**config.mk**
```make
export PLATFORM = sky130hd
export DESIGN_NAME = axi_addr_arb
export DESIGN_NICKNAME = d
export VERILOG_FILES = /design/src/rtl/axi_addr_pkg.sv /design/src/rtl/axi_rr_arb.sv /design/src/rtl/axi_addr_arb.sv
export SDC_FILE = /design/constraint.sdc
export NUM_CORES = 1
export LEC_CHECK = 0
export BUFFER_PORTS_ARGS = -buffer_cell sky130_fd_sc_hd__buf_2
export CORE_AREA = 8 8 224 226
export DETAILED_ROUTE_END_ITERATION = 12
export DIE_AREA = 0 0 232 234
export PLACE_DENSITY = 0.41
export SLEW_MARGIN = 40
export SYNTH_ARGS = -nofsm -noshare
export SYNTH_HDL_FRONTEND = slang
export SYNTH_HIERARCHICAL = 1
export SYNTH_SLANG_ARGS = --single-unit
export TNS_END_PERCENT = 5
```
**constraint.sdc**
```tcl
create_clock -name clk -period 3.5 [get_ports clk]
set_input_delay 0.7 -clock clk [delete_from_list [all_inputs] [get_ports clk]]
set_output_delay 0.7 -clock clk [all_outputs]
set_load 0.03 [all_outputs]
```
**src/rtl/axi_addr_pkg.sv**
```systemverilog
// Shared entry layout, FSM encoding and transaction-log packing for the AXI address arbiter.
package axi_addr_pkg;

  localparam int unsigned ENTRY_W  = 97;
  localparam int unsigned ADDR_LSB = 0;
  localparam int unsigned ADDR_MSB = 63;
  localparam int unsigned LEN_LSB  = 64;
  localparam int unsigned LEN_MSB  = 66;
  localparam int unsigned SIZE_LSB = 67;
  localparam int unsigned SIZE_MSB = 69;
  localparam int unsigned ID_LSB   = 70;
  localparam int unsigned ID_MSB   = 77;

  typedef struct packed {
    logic [ENTRY_W-2-ID_MSB:0]   rsvd;
    logic [ID_MSB-ID_LSB:0]     id;
    logic [SIZE_MSB-SIZE_LSB:0] size;
    logic [LEN_MSB-LEN_LSB:0]   len;
    logic [ADDR_MSB-ADDR_LSB:0] addr;
  } addr_entry_t;

  typedef enum logic {
    IDLE  = 1'b0,
    ISSUE = 1'b1
  } arb_state_t;

  // Log word is the entry with the reserved field forced to zero.
  function automatic addr_entry_t pack_transfifo(input addr_entry_t e);
    addr_entry_t r;
    r      = e;
    r.rsvd = '0;
    return r;
  endfunction

endpackage

```
**src/rtl/axi_rr_arb.sv**
```systemverilog
// N-way rotating-priority arbiter: first requester at or after ptr wins.
module axi_rr_arb #(
  parameter int unsigned N = 4
) (
  input  logic [N-1:0]         req,
  input  logic [$clog2(N)-1:0] ptr,
  output logic [N-1:0]         grant,
  output logic [$clog2(N)-1:0] idx
);

  localparam int unsigned IW = $clog2(N);

  // Scan from farthest to nearest offset so the nearest requester overwrites last.
  always_comb begin : pick
    logic [IW-1:0] cand;
    int unsigned   off;
    grant = '0;
    idx   = '0;
    cand  = '0;
    off   = 0;
    for (int unsigned k = 0; k < N; k++) begin
      off  = N - 1 - k;
      cand = IW'((32'(ptr) + off) % N);
      if (req[cand]) begin
        grant       = '0;
        grant[cand] = 1'b1;
        idx         = cand;
      end
    end
  end

endmodule

```
**src/rtl/axi_addr_arb.sv**
```systemverilog
// Round-robin scheduler sharing one AXI address channel among NREQ addrtrans FIFOs,
// with outstanding-credit limit. Optional priority arbitration via AXI_ARB_QOS_EN.
module axi_addr_arb #(
  parameter int unsigned NREQ      = 4,
  parameter int unsigned MAX_OUTST = 16,
  parameter int unsigned ENTRY_W   = 97
) (
  input  logic                      clk,
  input  logic                      reset_n,
  input  logic [NREQ-1:0]           req_fifo_empty,
  input  logic [NREQ*ENTRY_W-1:0]   req_mem_rddata,
  output logic [NREQ-1:0]           req_mem_rd,
  input  logic [NREQ-1:0]           req_hipri,
  input  logic                      axi_axready,
  output logic                      axi_axvalid,
  output logic [7:0]                axi_aid,
  output logic [63:0]               axi_addr,
  output logic [2:0]                axi_alen,
  output logic [2:0]                axi_asize,
  input  logic                      rd_transfifo_full,
  output logic                      rd_transfifo_wr,
  output logic [96:0]               io_transfifo_wrdata,
  input  logic                      resp_done,
  output logic [$clog2(NREQ)-1:0]   grant_idx,
  output logic [7:0]                outst_cnt,
  output logic                      err_underflow
);
  import axi_addr_pkg::*;

  localparam int unsigned IW = $clog2(NREQ);

  arb_state_t      state, state_next;
  addr_entry_t     payload;
  logic [IW-1:0]   rr_ptr, win_idx;
  logic [NREQ-1:0] nonempty, win_oh;
  logic            handshake, can_arb, eligible, arb_fire;
  logic [8:0]      cnt_post;

  assign nonempty  = ~req_fifo_empty;
  assign handshake = (state == ISSUE) && axi_axready;
  // Credit check sees the count as it will be after this cycle's handshake.
  assign cnt_post  = {1'b0, outst_cnt} + {8'd0, handshake};
  assign eligible  = (|nonempty) && (cnt_post < 9'(MAX_OUTST)) && !rd_transfifo_full;
  assign can_arb   = reset_n && ((state == IDLE) || handshake);
  assign arb_fire  = can_arb && eligible;

`ifdef AXI_ARB_QOS_EN
  logic [NREQ-1:0] hi_req, hi_oh, lo_oh;
  logic [IW-1:0]   hi_idx, lo_idx;

  assign hi_req = nonempty & req_hipri;

  axi_rr_arb #(.N(NREQ)) u_arb_hi (.req(hi_req),   .ptr(rr_ptr), .grant(hi_oh), .idx(hi_idx));
  axi_rr_arb #(.N(NREQ)) u_arb_lo (.req(nonempty), .ptr(rr_ptr), .grant(lo_oh), .idx(lo_idx));

  assign win_oh  = (|hi_req) ? hi_oh  : lo_oh;
  assign win_idx = (|hi_req) ? hi_idx : lo_idx;
`else
  logic unused_hipri;
  assign unused_hipri = ^req_hipri;

  axi_rr_arb #(.N(NREQ)) u_arb (.req(nonempty), .ptr(rr_ptr), .grant(win_oh), .idx(win_idx));
`endif

  always_ff @(posedge clk) begin
    if (!reset_n) state <= IDLE;
    else          state <= state_next;
  end

  always_comb begin
    state_next = state;
    if (arb_fire)       state_next = ISSUE;
    else if (handshake) state_next = IDLE;
  end

  always_comb begin
    axi_axvalid         = (state == ISSUE);
    rd_transfifo_wr     = handshake;
    req_mem_rd          = arb_fire ? win_oh : '0;
    axi_aid             = payload.id;
    axi_addr            = payload.addr;
    axi_alen            = payload.len;
    axi_asize           = payload.size;
    io_transfifo_wrdata = pack_transfifo(payload);
  end

  always_ff @(posedge clk) begin
    if (!reset_n) begin
      payload   <= '0;
      grant_idx <= '0;
      rr_ptr    <= '0;
    end else if (arb_fire) begin
      payload   <= addr_entry_t'(req_mem_rddata[32'(win_idx)*ENTRY_W +: ENTRY_W]);
      grant_idx <= win_idx;
      rr_ptr    <= (win_idx == IW'(NREQ - 1)) ? '0 : win_idx + IW'(1);
    end
  end

  always_ff @(posedge clk) begin
    if (!reset_n) begin
      outst_cnt     <= '0;
      err_underflow <= 1'b0;
    end else begin
      if (handshake && !(resp_done && outst_cnt != '0))
        outst_cnt <= outst_cnt + 8'd1;
      else if (!handshake && resp_done && outst_cnt != '0)
        outst_cnt <= outst_cnt - 8'd1;
      if (resp_done && outst_cnt == '0)
        err_underflow <= 1'b1;
    end
  end

endmodule

```
# Word level (Yosys, flattened, before mapping)
# Index checks and enable logic that the tools add are counted.
# totals
ff_bits,92
inputBits,401
out_inout_bits,192
wordCells,83
# op_classes
addsub,7
n_mul,1
order_cmp,9
eq_ne,1
shifts,1
n_mux,30
bitwise_logic,2
n_reduce_logical,23
# ops
op,count
$shiftx 388x10->78,1
$mux 4,5
$mux 8,2
$logic_and 1x1->1,14
$lt 2x3->1 const B,4
$mux 1,10
$mux 2,5
$add 8x1->9,1
$lt 9x5->1 const B,1
$mul 2x7->9 const B,1
$add 8x1->8 const B,1
$bmux 1 s2,4
$demux 1 s2,4
$ge 2x1->1 const B,4
$logic_not 8->1,1
$reduce_bool 8->1,1
$sub 8x1->8 const B,1
$add 2x1->2 const B,2
$add 2x2->2 const B,2
$not 4->4,1
$reduce_bool 2->1,2
$reduce_or 4->1,1
$logic_not 1->1,3
$eq 2x2->1 const B,1
2 further kinds,2

# Logic depth before layout (Yosys ltp)
# logic_depth
word_depth,10
ltp_mapped,15
depth_no_buf,9

# Hierarchy
# Netlist, hierarchy kept.
# modules_own_cells
module,instances,cells_per_inst,area_each_um2,seq_area_each_um2
axi_addr_arb,1,639,6142.1,1841.8
axi_rr_arb,1,66,491.7,0.0

# Least setup slack after synthesis
# OpenSTA, ideal clock, no wires.
# synth_path
path_kind,register to register
startpoint,reg rr_ptr[0]
endpoint,"reg payload, in the netlist axi_addr[20]"
setup_ps,132
arrival_ps,3530
t_required_ps,3368
setup_slack_ps,-162
path_stages_with_launch,15
n_path_buf,5
synth_period_minus_slack_ps,3662
path_cell_list,dfxtp_1 buf_6 buf_2 inv_1 ha_1 clkbuf_1 mux4_2 nor2b_4 o21ai_0 o21ai_0 clkbuf_1 buf_1 mux4_2 nand2_1 a21oi_1
# synth_via
elab_chain_len,9
elab_cells_between_ends,17
cone_classes,3 x add/sub; 1 x mul; 1 x shift; 12 x mux
# synth_rtl
element,line_no,source
"start, declared",axi_addr_arb.sv:34,"logic [IW-1:0] rr_ptr, win_idx;"
"start signal, assigned",axi_addr_arb.sv:95,rr_ptr <= (win_idx == IW'(NREQ - 1)) ? '0 : win_idx + IW'(1);
$add 2x2->2,axi_rr_arb.sv:23,cand = IW'((32'(ptr) + off) % N);
$bmux 1 s2,axi_rr_arb.sv:24,if (req[cand]) begin
$mux 1 (implied by the code),axi_rr_arb.sv:24,
$mux 2 (3 in series),axi_rr_arb.sv:24,
$mux 2 *,axi_rr_arb.sv:24,
net win_idx[0],axi_addr_arb.sv:34,
$mul 2x7->9 *,axi_addr_arb.sv:93,payload <= addr_entry_t'(req_mem_rddata[32'(win_idx)*ENTRY_W +: ENTRY_W]);
$shiftx 388x10->78 *,axi_addr_arb.sv:93,
"end signal, assigned",axi_addr_arb.sv:93,
"end, declared",axi_addr_arb.sv:33,addr_entry_t payload;
# The timed path passes the listed nets; every way through them passes the cells marked *. The select of a mux whose other input is x is not followed.
# A chain may end at the register's enable or synchronous reset.

# Final worst setup path
# layout_path
startpoint,reg rr_ptr[0]
endpoint,"reg payload, in the netlist axi_aid[0]"
# The elaborated chain is that of the path after synthesis.

==> results by group <==
Logic synthesis
  – Synthesized area per cell: 9.41 sq um
  – Yosys warning count: 6
  – Register bit count reported by yosys: 92
  – Area of the mapped netlist: 6630 sq um
  – EDFF count, synth: 0
  – Library cells used by synthesis: 42
  – Compound-Gate Fraction of Synth Area: 0.100
  – Share of flip-flops with an asynchronous set or reset: 0
  – Mux share of post-synthesis cell area: 0.289
  – Main combinational cell family by area after synthesis: multiplexers
  – Synth Flop Type: sky130_fd_sc_hd__dfxtp_1
  – Part of the Yosys area used for sequential elements: 0.278
  – Post-Syn Instances: 705
  – Post-Synth Adder-Cell Area: 0.0313
  – Xor and xnor fraction of the mapped netlist area: 0.00792
  – Area share of and/or/nand/nor cells after synthesis: 0.139

STA
  – Tightest Pin Transition: 0.727 ns
  – Worst slew margin relative to its limit: 0.515
  – Number of failing setup endpoints in the final timing report: 0
  – Max Freq: 307 MHz
  – Final count of hold timing violations: 0
  – Setup repair after global routing missed its margin: false
  – Final Cycle Share: 0.929
  – Post-layout min period: 3.25 ns
  – Count of final max-slew check failures: 0
  – Worst clock skew on the final layout: 0.0104 ns
  – Post-layout worst setup margin: 0.247 ns

Global route
  – Number of antenna violations at the first check in global routing: 9
  – Global-route wire length before repair: 43,400 um
  – Largest net degree at the start of global routing: 82
  – Global-route usage over all layers: 0.106
  – Grt total ovfl: 0
  – Number of global-route vias before repair: 7,302

Hold path
  – Class of the tightest hold or removal check: register to register

Worst setup path
  – Crit path cell chain: inv_1, ha_1, mux4_2, and2b_1, o21ai_0, o21ai_4, buf_12, buf_4, mux4_2, nand2_1, a21oi_1
  – Critical path arrival: 3.49 ns
  – Crit. End Element: register
  – Worst path buffer plus inverter count: 3
  – Crit path max fanout: 19
  – Critical Path Most Common Cell: sky130_fd_sc_hd__mux4_2
  – Category of cells accounting for the largest share of critical-path delay: multiplexers
  – Type of origin of the critical path: register
  – Setup Crit Path Kind: register to register
  – Worst stage delay on the critical path: 0.54 ns
  – Cell at the slowest stage of the critical path: sky130_fd_sc_hd__mux4_2
  – Critical path data required time: 3.73 ns

Layout
  – Final-stage net count: 1,535
  – Most used cells in the layout excluding fill and tap cells: 493 x sky130_fd_sc_hd__buf_2, 172 x sky130_fd_sc_hd__nand2_1, 93 x sky130_fd_sc_hd__a21oi_1
  – Number of fillers in the final layout: 5,237
  – Leading cell type in the layout, fill and taps excluded: sky130_fd_sc_hd__buf_2
  – Area overhead of the layout relative to synthesis: 45.9%
  – Layout cells sized above 1: 0.567
  – Final design utilization: 0.207
  – Fin area: 9680 sq um
  – Count of placed standard cells in the final layout, fillers left out: 1,739

Pwr
  – Power density normalized to cell area: 641 nW/um^2
  – Static power due to leakage: 4.50 nW
  – Peak supply drop: 0.283 mV

CTS
  – Number of clock sinks seen by CTS: 92
  – Clock tree from TritonCTS: yes
  – Max clock buf depth: 2
  – CTS H-Tree Depth: 3
  – Register clock-pin slew on the reported worst setup and hold paths: 0.07 ns
  – Clock buffer count from CTS: 9
  – Number of buffers inserted by post-CTS setup repair: 0
  – Clock latency on the worst-skew pair: 0.38 ns
  – Clock root buffer: sky130_fd_sc_hd__clkbuf_16

Routing
  – Vias: 6,760
  – Detailed-router iteration count before antenna repair: 4
  – Drt via density: 3.89
  – Antenna Violating Nets Remaining: 0
  – First DRT Iteration DRCs: 210
  – DR DRC count: 0
  – Wire per inst: 17.6 um
  – Final wirelength: 30,600 um

Floorplan
  – Core Rows: 80
  – Horizontal die dimension: 232 um
  – I/O pin cnt: 593
  – Core outline area: 46,800 sq um
  – Starting density of the core: 0.142
  – Vertical extent of the die: 234 um
  – Die ar.: 54,300 sq um

Placed design
  – Post-detailed-placement cell area: 9350 sq um
  – DP Cell Count: 1,722
  – Placement-stage worst setup slack: 0.109 ns
  – Gpl congestion: 0.814
  – # port buffers: 493
  – Placed wire-length estimate after detailed placement: 25,900 um

Run
  – Number of maximum-capacitance constraint violations: 0

Status
  – Status: completed
-- path summary, 6_finish.rpt --
kind	cells after the start	slack, ns	to	startpoint
min	2	0.45	grant_idx[1]	grant_idx[1]
min reg2reg	2	0.45	grant_idx[1]	grant_idx[1]
max reg2reg	11	0.25	axi_aid[0]	rr_ptr[0]
max	11	0.25	axi_aid[0]	rr_ptr[0]
-- metrics by stage --
| step | setup TNS, ns | power (mW) | hold WS [ns] |
|---|---|---|---|
| floorplan | -10.23 | 4.15 | 0.509 |
| global placement | 0 | 5.17 | 0.441 |
| detailed placement | 0 | 5.18 | 0.447 |
| CTS | 0 | 6.36 | 0.456 |
| global route | 0 | 6.62 | 0.476 |
| finish | 0 | 6.21 | 0.453 |
-- routing by layer --
layer / part of all wire / up-vias / GRT usage
met3: 0.085 / 27 / 0.0362
li1: - / 3219 / -
met1: 0.40 / 3188 / 0.121
met2: 0.49 / 316 / 0.182
met5: 0.0022 / - / 0
met4: 0.016 / 10 / 0.0390
-- Yosys cell counts (all sizes together) (5+ instances only) --
| cell type | n | area [sq um] |
|---|---|---|
| inv | 13 | 48.8 |
| dfxtp | 92 | 1840 |
| a21oi | 94 | 474 |
| buf | 125 | 901 |
| mux2i | 6 | 60.1 |
| ha | 15 | 188 |
| nand2 | 172 | 646 |
| o21ai | 6 | 30.0 |
| clkbuf | 20 | 75.1 |
| nand3 | 6 | 30.0 |
| nor2 | 21 | 78.8 |
| mux4 | 81 | 1820 |
| xnor2 | 5 | 43.8 |
-- registers in the layout, indices dropped and copies added, names as in the netlist --
name / count
grant_idx: 2
axi_addr: 64
err_underflow: 1
axi_asize: 3
axi_alen: 3
outst_cnt: 8
axi_axvalid: 1
rr_ptr: 2
axi_aid: 8
-- final cells by class --
| type | count | area [sq um] | area share |
|---|---|---|---|
| Antenna cell | 1 | 2.50 | 0.000258 |
| Clock buffer | 9 | 225 | 0.0233 |
| Clock inverter | 7 | 105 | 0.0109 |
| Inverter | 13 | 50.0 | 0.00517 |
| Multi-Input combinational cell | 473 | 3870 | 0.400 |
| Sequential cell | 92 | 1840 | 0.190 |
| Tap cell | 615 | 769 | 0.0795 |
| Timing Repair Buffer | 529 | 2810 | 0.291 |
-- timing repair --
item | 4_1_cts | 5_1_grt
hold buffers | 0 | 0
setup endpoints to repair | 0 | 1
endpoints found under the hold margin | 0 | 0
resized for setup | 0 | 1
-- cells by family after synthesis --
family | count (synthesis)
xor gates and xnor gates | 6
and+or+nand+nor | 222
AOI/OAI and AO/OA | 120
adders and majority gates | 16
other | 1
muxes | 90
DFF | 92
buffers and inverters | 158
-- report_power, final --
part           internal, mW  leakage (nW)  total [mW]  switching, mW
Sequential             1.24         0.749        1.42          0.178
Combinational          1.60          3.59        3.66           2.06
Clock                 0.637         0.159        1.12          0.487
-- tightest hold or removal path: stages, from the launching register on --
cell                      delay, ns
sky130_fd_sc_hd__dfxtp_1       0.31
sky130_fd_sc_hd__nand2_1       0.05
sky130_fd_sc_hd__a21oi_1       0.05
No activity file was read; power rests on OpenSTA's default activity.
